## config.mk

```make
export PLATFORM = sky130hd
export DESIGN_NAME = pwm_duty_sequencer
export DESIGN_NICKNAME = d
export VERILOG_FILES = /design/src/rtl/pwm_duty_sequencer.sv
export SDC_FILE = /design/constraint.sdc
export NUM_CORES = 1
export LEC_CHECK = 0
export ABC_CLOCK_PERIOD_IN_PS = 10150
export CORE_UTILIZATION = 61
export CTS_CLUSTER_SIZE = 12
export DETAILED_ROUTE_END_ITERATION = 6
export HOLD_SLACK_MARGIN = 0.12
export PLACE_DENSITY = 0.87
export SYNTH_ARGS = -nofsm -noshare
export SYNTH_HDL_FRONTEND = slang
export SYNTH_SLANG_ARGS = --single-unit
```

## constraint.sdc

```tcl
create_clock -name clk -period 10.15 [get_ports clk]
set_clock_uncertainty 0.2 [all_clocks]
set_input_delay 3.045 -clock clk [delete_from_list [all_inputs] [get_ports clk]]
set_output_delay 3.045 -clock clk [all_outputs]
set_load 0.01 [all_outputs]
```

## src/rtl/pwm_duty_sequencer.sv

```systemverilog
// Step prescaler and triangle "breathing" duty generator feeding the N-bit PWM stage.
// Duty ramps up to duty_max, holds, ramps down to duty_min, holds, and repeats.
module pwm_duty_sequencer #(
    parameter int N            = 8,
    parameter int CLK_DIV      = 100,
    parameter int UPDATE_STEPS = 256,
    parameter int DUTY_STEP    = 1,
    parameter int HOLD_UPDATES = 4
) (
    input  logic         clk,
    input  logic         rst,
    input  logic         ena,
    input  logic [N-1:0] duty_min,
    input  logic [N-1:0] duty_max,
    output logic         step,
    output logic [N-1:0] duty,
    output logic [1:0]   phase,
    output logic         cycle_done
);

    typedef enum logic [1:0] {
        RISE    = 2'd0,
        HOLD_HI = 2'd1,
        FALL    = 2'd2,
        HOLD_LO = 2'd3
    } state_t;

    localparam int DW = $clog2(CLK_DIV);
    localparam int SW = (UPDATE_STEPS > 1) ? $clog2(UPDATE_STEPS) : 1;
    localparam int HW = (HOLD_UPDATES > 1) ? $clog2(HOLD_UPDATES) : 1;

    localparam logic [DW-1:0] DIV_LAST  = DW'(CLK_DIV - 1);
    localparam logic [SW-1:0] STEP_LAST = SW'(UPDATE_STEPS - 1);
    localparam logic [HW-1:0] HOLD_LAST = HW'(HOLD_UPDATES - 1);
    localparam logic [N:0]    DSTEP     = (N+1)'(DUTY_STEP);

    logic [DW-1:0] div_cnt_r,  div_nxt_s;
    logic [SW-1:0] step_cnt_r, step_nxt_s;
    logic [HW-1:0] hold_cnt_r, hold_nxt_s;
    state_t        state_r,    state_nxt_s;
    logic [N-1:0]  duty_r,     duty_nxt_s;
    logic          step_r;
    logic          cycle_done_r, done_nxt_s;
    logic          wrap_s, upd_s;
    logic [N:0]    sum_up_s, floor_s;

    // Prescaler wrap and duty-update tick qualifiers
    always_comb begin
        wrap_s = ena && (div_cnt_r == DIV_LAST);
        upd_s  = wrap_s && (step_cnt_r == STEP_LAST);
    end

    // Next values for the clock prescaler and step counter
    always_comb begin
        div_nxt_s  = div_cnt_r;
        step_nxt_s = step_cnt_r;
        if (ena) begin
            if (wrap_s) begin
                div_nxt_s = {DW{1'b0}};
            end else begin
                div_nxt_s = div_cnt_r + DW'(1);
            end
        end else begin
            div_nxt_s = div_cnt_r;
        end
        if (wrap_s) begin
            if (step_cnt_r == STEP_LAST) begin
                step_nxt_s = {SW{1'b0}};
            end else begin
                step_nxt_s = step_cnt_r + SW'(1);
            end
        end else begin
            step_nxt_s = step_cnt_r;
        end
    end

    // Ramp FSM next-state; limits compared one bit wider so nothing wraps
    always_comb begin
        state_nxt_s = state_r;
        duty_nxt_s  = duty_r;
        hold_nxt_s  = hold_cnt_r;
        done_nxt_s  = 1'b0;
        sum_up_s    = {1'b0, duty_r} + DSTEP;
        floor_s     = {1'b0, duty_min} + DSTEP;
        if (upd_s) begin
            case (state_r)
                RISE: begin
                    if (sum_up_s >= {1'b0, duty_max}) begin
                        duty_nxt_s  = duty_max;
                        state_nxt_s = HOLD_HI;
                        hold_nxt_s  = {HW{1'b0}};
                    end else begin
                        duty_nxt_s = sum_up_s[N-1:0];
                    end
                end
                HOLD_HI: begin
                    if (hold_cnt_r == HOLD_LAST) begin
                        state_nxt_s = FALL;
                    end else begin
                        hold_nxt_s = hold_cnt_r + HW'(1);
                    end
                end
                FALL: begin
                    if ({1'b0, duty_r} <= floor_s) begin
                        duty_nxt_s  = duty_min;
                        state_nxt_s = HOLD_LO;
                        hold_nxt_s  = {HW{1'b0}};
                    end else begin
                        duty_nxt_s = duty_r - DSTEP[N-1:0];
                    end
                end
                HOLD_LO: begin
                    if (hold_cnt_r == HOLD_LAST) begin
                        state_nxt_s = RISE;
                        done_nxt_s  = 1'b1;
                    end else begin
                        hold_nxt_s = hold_cnt_r + HW'(1);
                    end
                end
                default: begin
                    state_nxt_s = RISE;
                    hold_nxt_s  = {HW{1'b0}};
                end
            endcase
        end else begin
            state_nxt_s = state_r;
            duty_nxt_s  = duty_r;
            hold_nxt_s  = hold_cnt_r;
        end
    end

    // State, counter and output registers; reset wins over everything
    always_ff @(posedge clk) begin
        if (rst) begin
            div_cnt_r    <= {DW{1'b0}};
            step_cnt_r   <= {SW{1'b0}};
            hold_cnt_r   <= {HW{1'b0}};
            state_r      <= RISE;
            duty_r       <= {N{1'b0}};
            step_r       <= 1'b0;
            cycle_done_r <= 1'b0;
        end else begin
            div_cnt_r    <= div_nxt_s;
            step_cnt_r   <= step_nxt_s;
            hold_cnt_r   <= hold_nxt_s;
            state_r      <= state_nxt_s;
            duty_r       <= duty_nxt_s;
            step_r       <= wrap_s;
            cycle_done_r <= done_nxt_s;
        end
    end

    assign step       = step_r;
    assign duty       = duty_r;
    assign phase      = state_r;
    assign cycle_done = cycle_done_r;

endmodule

```

==> parameters.txt <==
Parameter                              Value

Critical path
  Worst path cell trace ... clkdlybuf4s50_1, nand3_1, nor2_1, nand3_1, xor2_1, ha_1, and3_1, or3b_1, o211a_2, a21o_1, a2111o_1, nand3_1
  Count of cells along the worst register-to-register path ... 10
  Critical register-to-register path endpoint ... phase[1]
  Highest fanout seen on the critical path ... 15
  Slowest CP cell ... clkdlybuf4s50_1
  CP Launch Point ... duty_min[2]
  Arrival time at the worst endpoint ... 5950 ps
  Cell seen most often among critical-path stages ... nand3_1
  R2R setup slack ... 6520 ps
  Endpoint of the worst setup timing path ... duty[0]
  Data required, critical path ... 10190 ps
  Type of the worst setup path ... in -> reg
  Largest incremental delay on the critical path ... 560 ps
  Worst setup EP type ... register
  CP Launch Type ... primary input
  Reg-to-reg critical path startpoint ... duty[2]

CTS
  Number of hold buffers added after cts ... 0
  Clock latency on the worst-skew pair ... between 200 and 300 ps
  Number of clock sinks seen by CTS ... 29
  CTS tree ... done
  Cts repair resizes ... 0
  Maximum buffer depth of the clock tree ... 2
  Post-CTS setup-driven buffer insertion count ... 0
  Clock-pin slew on the worst setup and hold paths ... approximately 70 ps
  Number of buffers created by CTS ... 5
  Number of levels the H-tree was split into ... 2
  Buffer type at the clock tree root ... clkbuf_8

Power and ir drop
  Pwr Density ... around 87 nW/um^2
  Fraction of power consumed by the clock network ... 0.436
  Switching power total ... 59.2 uW
  P_int ... 188 uW
  Sequential Power Share ... 0.467
  Peak VDD IR ... slightly above 0.08 mV
  Fraction of power spent switching nets ... 0.240
  Part of the power in combinational logic ... 0.097
  Cell leakage power ... 1.21 nW
  Overall power consumption ... 247 uW

Synth
  Area share of the largest cell type after synthesis ... 0.234
  Post-Synthesis Cell Area ... about 2500 sq um
  Distinct cell type count after synthesis ... 60
  Number of flops mapped to enable cells by yosys ... 0
  Share of synthesized area occupied by flip-flops and latches ... 0.234
  Synthesized flop and latch total ... 29
  Count of mapped cells out of synthesis ... 302
  Syn avg cell area ... 8.21 sq um
  Synthesis Warnings ... 0
  Cell types occupying the most area after synthesis ... dfxtp_1 23%, ha_1 13%, xnor2_1 6.0%
  Async set-reset flop share out of synthesis ... 0
  Main synth FF type ... dfxtp_1
  Nets in the synthesized netlist ... ~350
  Most area-hungry cell type in the Yosys netlist ... dfxtp_1

Detailed routing
  Total iterations of the first detailed-routing run ... 5
  Final routed wire length divided by cell count ... 16.9 microns
  Initial DRC Count ... approximately 180
  Routed vias/inst ... 6.42
  Remaining routing DRC violations ... 0
  WL final ... 6310 microns
  Count of nets left with antenna violations after detail routing ... 0
  Total via count in the routed design ... about 2400

Run
  Number of max-cap violations ... 0

Timing
  Share of the clock period used by the worst path ... 0.583
  Peak clock frequency supported by timing ... 169 MHz
  Transition time of the tightest slew-check pin ... 1030 ps
  Final period demand of the worst path ... 5920 ps
  Setup repair after global routing missed its margin ... false
  # setup viols final ... 0
  Post-layout worst setup margin ... approximately 4200 ps
  Final Max Tran Viols ... 0
  Final count of hold timing violations ... 0
  Max transition margin ... 0.311
  Post-Route Setup TNS ... 0 ps

Global route
  Met2 routing resource usage after global routing ... 0.533
  GRT Overall Usage ... 0.326
  Leftover overflow at the end of global routing ... 0
  Met1 Usage GRT ... 0.415
  Antenna violations before repair ... 0
  Maximum number of pins on one net before global-route repair ... 29
  Number of global-route vias before repair ... 2345
  Global-route wire length before repair ... roughly 11000 microns
  M3 GR Usage ... 0.0694
  Most heavily used metal layer in global routing ... met2

Placed design
  Total cell area at the placement stage ... ~2700 sq um
  Worst slack, placed ... between 3000 and 4000 ps
  Post-detailed-placement half-perimeter wirelength ... 4540 microns
  Port-buffer cells ... 30
  Placer congestion estimate ... ~0.91

Floorplanning
  Starting density of the core ... 0.657
  Std-Cell Core Area ... 3770 sq um
  I/O pin cnt ... 31
  Die X ... 65.7 microns
  Number of rows created at floorplan ... 22
  Overall die area ... 4320 sq um
  Die height ... 65.7 microns

Run status
  Status ... completed

Final layout
  Number of nets in the final layout ... 370
  Count of inserted antenna diode cells ... 0
  Fraction of final layout cells sized beyond drive strength 1 ... 0.0675
  Area growth from synthesis to layout ... 14.7%
  Final instance area ... 2840 sq um

Worst hold path
  Type of the tightest min-delay check ... reg -> reg
  Count of cells along the worst hold path ... 2
## per-layer routing
| metal | up-vias | share of wire |
|---|---|---|
| met5 | - | 0 |
| met4 | 0 | 0.029 |
| met3 | 19 | 0.077 |
| met2 | 101 | 0.48 |
| met1 | 1146 | 0.42 |
| li1 | 1135 | - |
## kinds of logic (layout without fill, tap and decap cells)
logic type / after synthesis / count (layout) / synth area share
and+or+nand+nor: 113 / 113 / 0.258
AOI/OAI and AO/OA: 66 / 66 / 0.191
buffers and inverters: 37 / 61 / 0.0742
DFF: 29 / 29 / 0.234
xor gates and xnor gates: 28 / 28 / 0.0989
adders and majority gates: 26 / 26 / 0.131
muxes: 3 / 3 / 0.0121
## synth_stat cells (all sizes together), types with 2 or more instances
cell type	n
clkbuf	5
a21oi	16
dfxtp	29
or3	4
inv	23
nand4b	2
o221a	2
buf	8
nand3	16
and3	6
nor3	19
and4	3
o211ai	2
a31oi	2
o21bai	2
nand2	19
a21o	5
a311oi	3
nor3b	2
o211a	3
o21ai	12
nor2	27
o31a	5
o21a	3
ha	26
nand4	7
mux2i	3
xor2	11
and2	2
xnor2	17
a311o	2
## area by class of cell
class	instances	area (sq um)
clock inverters	1	5.00
multi-input cells	236	1710
clock buffers	7	96.3
repair buffers	30	300
well taps	48	60.1
fillers	294	928
flip-flops and latches	29	581
inverters	23	86.3
## worst min-delay path by stage
| stage | start | to | slack [ps] |
|---|---|---|---|
| 5_1_grt | hold_cnt_r[1] | hold_cnt_r[1] | 310 |
| 2_1_floorplan | hold_cnt_r[1] | hold_cnt_r[1] | 250 |
| 3_3_place_gp | hold_cnt_r[1] | hold_cnt_r[1] | 270 |
| 3_5_place_dp | hold_cnt_r[1] | hold_cnt_r[1] | 290 |
| 6_report | hold_cnt_r[1] | hold_cnt_r[1] | 290 |
| 4_1_cts | hold_cnt_r[1] | hold_cnt_r[1] | 290 |
## metrics by stage
step	hold WS (ps)	util	cells
2_1_floorplan	253	-	302
3_3_place_gp	273	0.727	366
3_5_place_dp	285	0.727	366
4_1_cts	292	0.754	374
5_1_grt	312	0.754	374
6_report	290	0.754	374
## sequential cells by signal, summed over array words and instances (netlist names)
register / cells
div_cnt_r: 7
hold_cnt_r: 2
step: 1
duty: 8
phase: 2
cycle_done: 1
step_cnt_r: 8
## power groups by stage
| stage | sequential [mW] | combinational (mW) | clock [mW] |
|---|---|---|---|
| after global routing | 0.115 | 0.0263 | 0.114 |
| after CTS | 0.115 | 0.0236 | 0.109 |
| final | 0.115 | 0.0239 | 0.108 |
| after global placement | 0.118 | 0.0224 | 0 |
| after detailed placement | 0.118 | 0.0235 | 0 |
| after floorplan | 0.118 | 0.0118 | 0 |
## placed cells by master, fill, tap and decap left out, types with 3 or more instances in the layout
cell / synthesis / layout
xnor2_1: 17 / 17
o21ai_0: 7 / 7
a311oi_1: 3 / 3
xor2_1: 11 / 11
dfxtp_1: 29 / 29
ha_1: 26 / 26
or3_1: 4 / 4
o31a_1: 5 / 5
nand4_1: 7 / 7
nand2_1: 18 / 18
clkdlybuf4s50_1: 0 / 30
clkbuf_8: 1 / 7
and3_1: 6 / 6
mux2i_1: 3 / 3
nor2_1: 26 / 26
a21o_1: 5 / 5
o21ai_1: 3 / 3
nor3_1: 18 / 18
a21oi_1: 16 / 16
o21a_1: 3 / 3
inv_1: 23 / 23
nand3_1: 16 / 16
## worst max-delay path, delay by kind of cell
family | cells | cell delay (ps)
AND/OR/NAND/NOR | 6 | 1070
AO/OA/AOI/OAI | 3 | 810
buffers and inverters | 1 | 560
adder cells (fa/ha/maj) | 1 | 310
XOR/XNOR | 1 | 150
No activity file was read; power rests on OpenSTA's default activity.
